File: config.mk
export PLATFORM = sky130hd
export DESIGN_NAME = phase_sel_ctrl
export DESIGN_NICKNAME = d
export VERILOG_FILES = /design/src/rtl/phase_ctrl_pkg.sv /design/src/rtl/phase_sel_cnt.sv /design/src/rtl/phase_sel_ctrl.sv
export SDC_FILE = /design/constraint.sdc
export NUM_CORES = 1
export LEC_CHECK = 0
export ABC_AREA = 1
export CAP_MARGIN = 30
export CORE_UTILIZATION = 60
export CTS_BUF_LIST = sky130_fd_sc_hd__clkbuf_16
export DETAILED_ROUTE_END_ITERATION = 10
export GPL_TIMING_DRIVEN = 0
export HOLD_SLACK_MARGIN = 0.12
export PLACE_DENSITY = 0.84
export SYNTH_ARGS = -nofsm -noshare
export SYNTH_HDL_FRONTEND = slang
export SYNTH_SLANG_ARGS = --single-unit
File: constraint.sdc
create_clock -name clk -period 2.8 [get_ports clk]
set_clock_uncertainty 0.2 [all_clocks]
set_input_delay 0.84 -clock clk [delete_from_list [all_inputs] [get_ports clk]]
set_output_delay 0.84 -clock clk [all_outputs]
set_load 0.01 [all_outputs]
File: src/rtl/phase_ctrl_pkg.sv
// Shared definitions for the clock-phase select controller: FSM state
// encoding and constant-function helpers used to size buses and counters.
package phase_ctrl_pkg;

    // Controller modes; encoding 2'b11 is illegal and recovers to TRACK.
    typedef enum logic [1:0] {
        ST_TRACK = 2'b00,
        ST_HOLD  = 2'b01,
        ST_FORCE = 2'b10
    } state_e;

    // Number of bits needed to encode values 0..value-1 (ceil(log2(value))).
    function automatic int f_clog2(input int value);
        int res;
        res = 0;
        while ((1 << res) < value) begin
            res = res + 1;
        end
        return res;
    endfunction

    // Larger of two integers.
    function automatic int f_max(input int a, input int b);
        return (a > b) ? a : b;
    endfunction

endpackage

File: src/rtl/phase_sel_cnt.sv
// Saturating up-counter with synchronous clear. The terminal-count flag is
// raised one step early: it says "the next increment lands on MAX", so the
// controller can act in the same cycle the threshold is reached.
module phase_sel_cnt #(
    parameter int W   = 4,
    parameter int MAX = 8
) (
    input  logic clk,
    input  logic rst,
    input  logic i_clr,
    input  logic i_inc,
    output logic o_tc
);

    localparam logic [W:0] MAX_V = (W + 1)'(MAX);

    logic [W-1:0] r_cnt;
    logic [W:0]   w_cnt_ext;
    logic         w_at_max;

    assign w_cnt_ext = {1'b0, r_cnt};
    assign w_at_max  = (w_cnt_ext == MAX_V);
    assign o_tc      = ((w_cnt_ext + (W + 1)'(1)) >= MAX_V);

    // Count on the falling edge; clear has priority, saturate at MAX.
    always_ff @(negedge clk or posedge rst) begin
        if (rst) begin
            r_cnt <= '0;
        end else if (i_clr) begin
            // NOTE: sequential state uses non-blocking assignment so every
            // register samples pre-edge values regardless of block order.
            r_cnt <= '0;
        end else if (i_inc && !w_at_max) begin
            r_cnt <= r_cnt + W'(1);
        end
    end

endmodule

File: src/rtl/phase_sel_ctrl.sv
// N-phase clock-select controller for the timing-error recovery path.
// Steps the selected phase earlier on persistent error, back toward the
// origin phase after a clean interval, with post-switch hold-off, sticky
// saturation reporting and a forced-select override. All state updates on
// the falling edge of clk; every output is registered.
module phase_sel_ctrl
    import phase_ctrl_pkg::*;
#(
    parameter  int NUM_PHASES  = 3,
    parameter  int ORIGIN_IDX  = 1,
    parameter  int ERR_THRESH  = 2,
    parameter  int RECOVER_CNT = 8,
    parameter  int HOLDOFF     = 4,
    localparam int SEL_W       = f_max(1, f_clog2(NUM_PHASES))
) (
    input  logic                  clk,
    input  logic                  rst,
    input  logic [NUM_PHASES-1:0] error_vec,
    input  logic                  auto_en,
    input  logic [SEL_W-1:0]      force_sel,
    input  logic                  err_sat_clr,
    output logic [SEL_W-1:0]      clk_sel,
    output logic                  switch_pulse,
    output logic                  err_sat,
    output logic [1:0]            state_o
);

    localparam int               CNT_W      = f_clog2(f_max(f_max(ERR_THRESH, RECOVER_CNT), HOLDOFF) + 1);
    localparam logic [SEL_W-1:0] ORIGIN_SEL = SEL_W'(ORIGIN_IDX);
    localparam logic [SEL_W-1:0] LAST_SEL   = SEL_W'(NUM_PHASES - 1);
    localparam logic [SEL_W:0]   LAST_EXT   = (SEL_W + 1)'(NUM_PHASES - 1);

    state_e               r_state;
    logic [SEL_W-1:0]     r_clk_sel;
    logic                 r_switch_pulse;
    logic                 r_err_sat;

    logic [NUM_PHASES-1:0] w_sel_onehot;
    logic                  w_err;
    logic [SEL_W-1:0]      w_force_sel;
    logic                  w_track;
    logic                  w_hold;
    logic                  w_err_tc;
    logic                  w_clean_tc;
    logic                  w_hold_tc;
    logic                  w_err_hit;
    logic                  w_rec_hit;
    logic                  w_err_inc;
    logic                  w_clean_inc;
    logic                  w_hold_inc;

    // Only the error flag of the currently selected phase matters.
    assign w_sel_onehot = NUM_PHASES'(1) << r_clk_sel;
    assign w_err        = |(error_vec & w_sel_onehot);

    // Automatic tracking is active only with auto_en high; otherwise the
    // FSM is (or is about to be) in FORCE and all counters stay cleared.
    assign w_track = auto_en && (r_state == ST_TRACK);
    assign w_hold  = auto_en && (r_state == ST_HOLD);

    // Threshold events: error wins over recovery in the same cycle, and
    // recovery never steps later than the origin phase.
    assign w_err_hit = w_err && w_err_tc;
    assign w_rec_hit = !w_err && w_clean_tc && (r_clk_sel < ORIGIN_SEL);

    // Clamp out-of-range forced selects to the most lagging phase.
    always_comb begin
        // NOTE: every variable gets a default first so no path infers a latch.
        w_force_sel = force_sel;
        if ({1'b0, force_sel} > LAST_EXT) begin
            w_force_sel = LAST_SEL;
        end
    end

    // Counter control: each counter advances only in its qualifying
    // situation and is cleared in every other cycle, including on the
    // threshold event that consumes it.
    always_comb begin
        w_err_inc   = w_track && w_err && !w_err_tc;
        w_clean_inc = w_track && !w_err && !w_rec_hit;
        w_hold_inc  = w_hold && !w_hold_tc;
    end

    // Consecutive errors on the selected phase.
    phase_sel_cnt #(
        .W   (CNT_W),
        .MAX (ERR_THRESH)
    ) u_err_cnt (
        .clk   (clk),
        .rst   (rst),
        .i_clr (!w_err_inc),
        .i_inc (w_err_inc),
        .o_tc  (w_err_tc)
    );

    // Consecutive clean cycles; saturates at RECOVER_CNT at or past origin.
    phase_sel_cnt #(
        .W   (CNT_W),
        .MAX (RECOVER_CNT)
    ) u_clean_cnt (
        .clk   (clk),
        .rst   (rst),
        .i_clr (!w_clean_inc),
        .i_inc (w_clean_inc),
        .o_tc  (w_clean_tc)
    );

    // Hold-off cycle counter: counts 0..HOLDOFF, so HOLD spans HOLDOFF+1 cycles.
    phase_sel_cnt #(
        .W   (CNT_W),
        .MAX (HOLDOFF + 1)
    ) u_hold_cnt (
        .clk   (clk),
        .rst   (rst),
        .i_clr (!w_hold_inc),
        .i_inc (w_hold_inc),
        .o_tc  (w_hold_tc)
    );

    // Mode FSM with registered select, switch pulse and sticky saturation flag.
    always_ff @(negedge clk or posedge rst) begin
        if (rst) begin
            r_state        <= ST_TRACK;
            r_clk_sel      <= ORIGIN_SEL;
            r_switch_pulse <= 1'b0;
            r_err_sat      <= 1'b0;
        end else begin
            r_switch_pulse <= 1'b0;
            if (err_sat_clr) begin
                r_err_sat <= 1'b0;
            end

            if (!auto_en) begin
                r_state        <= ST_FORCE;
                r_clk_sel      <= w_force_sel;
                r_switch_pulse <= (w_force_sel != r_clk_sel);
            end else begin
                case (r_state)
                    ST_TRACK: begin
                        if (w_err_hit) begin
                            if (r_clk_sel != '0) begin
                                r_clk_sel      <= r_clk_sel - SEL_W'(1);
                                r_switch_pulse <= 1'b1;
                                r_state        <= ST_HOLD;
                            end else begin
                                // NOTE: the later non-blocking assignment wins,
                                // so a set here overrides a same-cycle clear.
                                r_err_sat <= 1'b1;
                            end
                        end else if (w_rec_hit) begin
                            r_clk_sel      <= r_clk_sel + SEL_W'(1);
                            r_switch_pulse <= 1'b1;
                            r_state        <= ST_HOLD;
                        end
                    end
                    ST_HOLD: begin
                        if (w_hold_tc) begin
                            r_state <= ST_TRACK;
                        end
                    end
                    ST_FORCE: begin
                        // Leaving forced mode keeps the current phase.
                        r_state <= ST_HOLD;
                    end
                    default: begin
                        r_state        <= ST_TRACK;
                        r_clk_sel      <= ORIGIN_SEL;
                        r_switch_pulse <= (r_clk_sel != ORIGIN_SEL);
                    end
                endcase
            end
        end
    end

    assign clk_sel      = r_clk_sel;
    assign switch_pulse = r_switch_pulse;
    assign err_sat      = r_err_sat;
    assign state_o      = r_state;

endmodule

==> flow_metrics.py, run 1 <==
metrics = {
    "global_route": {
        "grtUsageTotal_pct": 31.3,
        "grt_pass1_wl_mm": 5.69,
        "grt_pass1_vias": 1255,
        "grt-ovfl-total": 0,
        "use_met3_pct": 4.36,
        "top_usage_layer": "met2",
        "grt_max_degree": 19,
        "antenna_found_initial": 0,
        "met2_usage_pct": 56.8,
        "grtUsageMet1_pct": 36.7,
    },
    "synth": {
        "syn_area_um2": 1350,
        "synth_area_leader_cell": "dfrtn_1",
        "synth_top_area_share_pct": 31.6,
        "ys_warn_count": 0,
        "syn_avg_cell_area_um2": 7.88,
        "ys_ff_latch": 18,
        "seq_area_frac_synth_pct": 33.5,
        "syn_inst": 171,
        "synth.area.top_cells": "dfrtn_1 (32%), ha_1 (14%), nand2_1 (9.7%)",
        "synth_cell_types": 28,
    },
    "power_and_ir_drop": {
        "p_leak_nw": 0.978,
        "p_comb_share_pct": 56.3,
        "ir_drop_uv": 860,
        "p_int_uw": 815,
        "seq_power_share_pct": 22.7,
        "power.density_nw_per_um2": 729,
        "p_switching_uw": 632,
        "power_frac_clock_pct": 21.1,
        "switching_share_pct": 43.7,
    },
    "clock_network": {
        "cts.path.max_buffers": 2,
        "worstSkewPairLatency_ns": 0.34,
        "htree_levels": 1,
        "hold_buffers": 0,
        "cts_tree": "built",
        "cts_buffers": 3,
        "cts_sinks": 18,
        "path_clk_slew_ns": 0.04,
        "cts_root_buf": "clkbuf_16",
    },
    "critical_path": {
        "timing.rr.start": "clk_sel[0]",
        "reg2regPathDepth": 12,
        "slowest_delay_ns": 0.54,
        "path_buf_inv": 1,
        "critPathLaunchType": "flip-flop",
        "worst-endpoint-arrival_ns": 2.38,
        "crit_fanout": 2,
        "worstPathCellList": "buf_6",
        "cp_slowest_cell": "dfstp_2",
        "worst-setup-path-type": "reg -> out",
        "worst_ep_required_time_ns": 1.76,
        "endpoint_kind": "output port",
        "r2r_slack_ns": 0.37,
        "cpLargestDelayFamily": "flip-flops",
        "r2r_end": "clk_sel[1]",
    },
    "worst_hold_path": {
        "whs_path_depth": 3,
        "min_to": "clk_sel[1]",
        "hp-class": "reg -> reg",
        "min-delay-start": "clk_sel[1]",
    },
    "timing": {
        "tns_ns": -6.97,
        "drv_slew": 0,
        "setup_violations": 21,
        "setup_ws_ns": -0.622,
        "hold_ws_ns": 0.342,
        "hold_viol": 0,
        "rsz0062_at_grt": "true",
    },
    "cells_and_area": {
        "final_util_pct": 97.2,
        "area_growth_pct": 47.3,
        "layout_common_cells": "inv_1 (26), nand2_1 (22), dfrtn_1 (17), ha_1 (15), nand2_2 (13)",
        "fin_nets": 235,
        "insertedDiodeCount": 0,
        "layout.cells.non_filler": 237,
        "final_common_cell": "inv_1",
        "drive_gt1_share_pct": 43.8,
    },
    "placed_design": {
        "place_ws_ns": -1.15,
        "port_buffers": 14,
        "dp_cells": 214,
        "gp_congestion": 0.826,
        "dp_hpwl_mm": 1.90,
    },
    "floorplanning": {
        "start_util_pct": 66.0,
        "core.rowCount": 16,
        "die_area_um2": 2440,
        "io_pins": 15,
        "dieWidth_um": 49.4,
        "core-area_um2": 2040,
        "fp.dieH_um": 49.4,
    },
    "drt": {
        "wire_per_inst_um": 20.7,
        "drt_iter0_drc": 95,
        "firstDrtPassIters": 4,
        "viasPerCell": 5.99,
        "ant_nets": 0,
        "wl_mm": 4.91,
        "drcViolationCount": 0,
        "num_vias": 1420,
    },
    "flow_run": {
        "max_cap_viol_count": 0,
    },
    "outcome": {
        "violations": "setup timing",
        "status": "complete, but fails checks",
    },
}
[area by class of cell]
cell class | count | area (um2)
multi-input combinational | 120 | 963
sequential | 18 | 452
timing repair buffer | 33 | 309
inverter | 34 | 144
clock buffer | 3 | 75.1
fill | 35 | 57.6
tap | 27 | 33.8
clock inverter | 2 | 7.51
[state kept, by name (all words and copies together), names as in the netlist]
register	flops
clk_sel	2
err_sat	1
u_clean_cnt.r_cnt	4
switch_pulse	1
state_o	2
u_hold_cnt.r_cnt	4
u_err_cnt.r_cnt	4
[power groups by stage]
stage               sequential (mW)  combinational [mW]  clock, mW
floorplan                     0.354               0.331    0.00447
global placement              0.343               0.457    0.00447
detailed placement            0.346               0.472    0.00447
CTS                           0.325               0.607      0.296
global route                  0.331               0.858      0.313
finish                        0.328               0.814      0.305
[worst max-delay path by stage]
stage	start	end	depth (start not counted)	slack, ns
finish	clk_sel[0]	clk_sel[0]	1	-0.62
global route	clk_sel[0]	clk_sel[0]	1	-0.62
CTS	clk_sel[0]	clk_sel[0]	1	-0.59
detailed placement	error_vec[2]	state_o[0]	11	-1.15
global placement	error_vec[2]	state_o[1]	11	-1.14
floorplan	error_vec[2]	clk_sel[1]	10	-0.51
[cells in the mapped netlist]
cell type,instances
nor2_1,15
o21bai_2,2
nand3_1,11
a21oi_1,4
nand3_2,1
nor3_1,1
xor2_1,5
a211oi_1,1
nand2_4,3
a21oi_2,1
nor2_2,2
nor2_4,2
mux2i_1,1
nand3_4,1
xnor2_1,1
o21ai_0,2
dfstp_2,1
inv_2,5
inv_1,29
a22oi_1,1
nand2_2,9
dfrtn_1,17
nand2_1,35
nor3_2,2
clkinv_2,1
conb_1,1
nand4_1,2
ha_1,15
[per-stage QoR]
step / instance area, um2 / power (mW)
after CTS: 1810 / 1.23
final: 1980 / 1.45
after global placement: 1590 / 0.804
after global routing: 1980 / 1.50
after detailed placement: 1590 / 0.823
after floorplan: 1420 / 0.690
[routing by layer]
| layer | routed length, um | vias up | share of wire [%] |
|---|---|---|---|
| li1 | - | 598 | - |
| met1 | 1680 | 667 | 34 |
| met2 | 2480 | 116 | 50 |
| met3 | 408 | 39 | 8.3 |
| met4 | 339 | 0 | 6.9 |
| met5 | 0 | - | 0 |
[cell families after synthesis]
group                    Yosys count  share of synthesized area, %
other                              1                         0.278
flip-flops                        18                          33.5
AND/OR/NAND/NOR                   84                          32.1
XOR/XNOR                           6                          3.90
multiplexers                       1                         0.743
AO/OA/AOI/OAI                     11                          5.66
buffers and inverters             35                          9.84
adder cells (fa/ha/maj)           15                          13.9
[worst reg2reg max path, cell delays in order, from the launching register on]
cell and delay [ns]:
dfstp_2 0.54, buf_4 0.13, inv_1 0.09, ha_1 0.31, inv_1 0.25, nor2_4 0.06
nand3_4 0.08, nand2_4 0.09, buf_6 0.13, nor2_4 0.12, nor2_4 0.05, nand2_1 0.10
nand2_2 0.06
[repair_timing]
item | CTS | global route
gates resized for setup | 74 | 30
pin swaps | 18 | 12
endpoints found under the setup margin | 39 | 22
setup buffers | 13 | 8
Power figures use the tool's default switching activity.
==> run 2, diff against run 1 <==
ABC_AREA = default   (was 1)
CORE_UTILIZATION = 58   (was 60)
GPL_TIMING_DRIVEN = 1   (was 0)
PLACE_DENSITY = 0.83   (was 0.84)
clock period = 3.96 ns   (was 2.8 ns; I/O delays follow)
==> flow_metrics.py, run 2 <==
metrics = {
    "synth": {
        "synth_top_cells_by_count": "dfrtn_1 (17), nand2_1 (16), ha_1 (15), inv_1 (15), nor2_1 (15)",
        "synthFlopType": "dfrtn_1",
        "synth_cell_types": 31,
        "synth_top_area_share_pct": 36.1,
        "seq_area_frac_synth_pct": 38.3,
        "syn_inst": 132,
        "ys_warn_count": 0,
        "synth.area.top_cells": "dfrtn_1 (36%), ha_1 (16%), nand2_1 (5.1%)",
        "syn_area_um2": 1180,
        "syn_avg_cell_area_um2": 8.93,
        "synth-edff-count": 0,
        "synth_area_leader_cell": "dfrtn_1",
        "async_flop_share_pct": 100,
        "yosysMostFrequentCell": "dfrtn_1",
        "ys_ff_latch": 18,
    },
    "global_route": {
        "grt_pass1_vias": 1116,
        "grt-ovfl-total": 0,
        "grt_pass1_wl_mm": 4.88,
        "grt_max_degree": 11,
        "antenna_found_initial": 0,
        "grtUsageTotal_pct": 33.1,
    },
    "critical_path": {
        "cp_slowest_cell": "a222oi_1",
        "worst_ep_required_time_ns": 1.90,
        "worst_path_most_repeated_cell": "buf_4",
        "timing.rr.start": "clk_sel[0]",
        "slowest_delay_ns": 0.37,
        "worstPathCellList": "buf_6, a222oi_1, buf_4, buf_4, nor3_1, o21ai_0, nor3b_2, mux2i_1",
        "crit_fanout": 4,
        "crit_start": "error_vec[1]",
        "worst-endpoint-arrival_ns": 2.44,
        "endpoint_kind": "flip-flop",
        "worst-setup-path-type": "in -> reg",
        "critPathLaunchType": "primary input",
    },
    "timing": {
        "hold_viol": 0,
        "setup_ws_ns": -0.547,
        "setup_violations": 18,
        "rsz0062_at_grt": "true",
        "worst_pin_slew_ns": 0.576,
        "drv_slew": 0,
        "tns_ns": -6.02,
        "hold_ws_ns": 0.390,
        "slew_headroom_pct": 61.6,
    },
    "cells_and_area": {
        "postLayoutCellArea_um2": 1680,
        "multiInputGateArea_um2": 762,
        "final_util_pct": 92.0,
        "insertedDiodeCount": 0,
        "area_growth_pct": 42.1,
        "top_regs": "u_clean_cnt.r_cnt (4), u_err_cnt.r_cnt (4), u_hold_cnt.r_cnt (4)",
        "seq_area_um2": 452,
        "layout_common_cells": "dfrtn_1 (17), buf_4 (17), inv_1 (15), ha_1 (15), nand2_1 (13)",
        "fillers": 67,
        "drive_gt1_share_pct": 32.9,
        "fin_nets": 198,
    },
    "flow_run": {
        "max_cap_viol_count": 0,
    },
    "placed_design": {
        "port_buffers": 14,
        "gp_congestion": 0.876,
        "post_dp_cell_area_um2": 1470,
        "dp_hpwl_mm": 2.00,
    },
    "drt": {
        "drt_iter0_drc": 45,
        "firstDrtPassIters": 4,
        "wire_per_inst_um": 19.4,
        "num_vias": 1193,
        "wl_mm": 3.85,
        "drcViolationCount": 0,
        "ant_nets": 0,
        "viasPerCell": 6.03,
    },
    "floorplanning": {
        "dieWidth_um": 47.1,
        "io_pins": 15,
        "core.rowCount": 15,
        "fp.dieH_um": 47.1,
        "core-area_um2": 1820,
        "start_util_pct": 64.7,
        "die_area_um2": 2220,
    },
    "worst_hold_path": {
        "hp-class": "reg -> reg",
        "min-delay-start": "u_clean_cnt.r_cnt[3]",
    },
    "power_and_ir_drop": {
        "p_switching_uw": 247,
        "power_frac_clock_pct": 28.8,
        "power.density_nw_per_um2": 435,
        "p_total_uw": 728,
        "p_int_uw": 482,
        "ir_drop_uv": 422,
        "p_leak_nw": 0.780,
        "seq_power_share_pct": 29.9,
        "switching_share_pct": 33.9,
        "p_comb_share_pct": 41.2,
    },
    "clock_network": {
        "cts_buffers": 3,
        "worstSkewPairLatency_ns": 0.33,
        "path_clk_slew_ns": 0.04,
        "htree_levels": 1,
        "cts_root_buf": "clkbuf_16",
        "cts_tree": "built",
        "cts_sinks": 18,
        "cts.path.max_buffers": 2,
    },
    "outcome": {
        "violations": "setup timing",
        "status": "complete, but fails checks",
    },
}
run 2: changes by cell type in the layout (fill, tap and decap cells not counted), moves of 4 or more:
cell	before	now
nand2_2	13	2
nand2_1	22	13
nor2_4	6	1
nor3_1	1	5
nand2_4	8	1
nand3_1	9	4
buf_4	11	17
nand2_8	4	0
inv_2	6	0
inv_1	26	15
run 2: power by group through the flow:
stage	Sequential, mW	Combinational, mW	Clock (mW)
2_1_floorplan	0.230	0.104	0.00316
3_3_place_gp	0.217	0.199	0.00316
3_5_place_dp	0.218	0.210	0.00316
4_1_cts	0.215	0.258	0.205
5_1_grt	0.219	0.316	0.219
6_report	0.218	0.300	0.210
run 2: timing repair:
action	CTS	global route
gates resized for setup	55	10
endpoints found under the setup margin	21	20
gates cloned	0	0
pin swaps	8	4
buffers inserted	7	2
hold buffers	0	0
run 2: worst paths after layout:
kind	end	slack [ns]	depth (start not counted)
max	clk_sel[1]	-0.55	8
min	u_clean_cnt.r_cnt[3]	0.39	2
max reg2reg	clk_sel[1]	1.33	10
min reg2reg	u_clean_cnt.r_cnt[3]	0.39	2
max in group asynchronous	u_clean_cnt.r_cnt[3]	0.39	3
min in group asynchronous	state_o[0]	2.96	3
run 2: area by class of cell:
cell class	instances	area share [%]
flip-flops and latches	18	27.0
inverters	14	3.14
multi-input cells	100	45.5
clock buffers	3	4.48
well taps	25	1.87
repair buffers	36	17.6
clock inverters	2	0.448
run 2: stage by stage:
| stage | setup slack, ns | cells |
|---|---|---|
| after global routing | -0.620 | 198 |
| after global placement | -1.04 | 186 |
| after CTS | -0.504 | 196 |
| after floorplan | -0.767 | 134 |
| after detailed placement | -1.17 | 186 |
| final | -0.547 | 198 |
run 2: kinds of logic after synthesis:
| group | Yosys count | share of synthesized area (%) |
|---|---|---|
| simple gates | 51 | 19.7 |
| compound gates | 21 | 12.5 |
| flops | 18 | 38.3 |
| buf+inv | 16 | 5.09 |
| fa+ha+maj | 15 | 15.9 |
| xor+xnor | 6 | 4.46 |
| mux | 4 | 3.61 |
| other cells | 1 | 0.318 |
run 2: worst max-delay path, delay by kind of cell:
family	cells	cell delay [ns]
simple gates	2	0.26
compound gates	2	0.46
mux	1	0.11
buf+inv	3	0.44
run 2: per-layer routing:
layer	wire, um	global-route usage (%)	share of wire [%]
met1	1500	36.2	39
met2	1880	61.7	49
met3	278	5.00	7.2
met4	187	16.6	4.9
met5	0	0	0
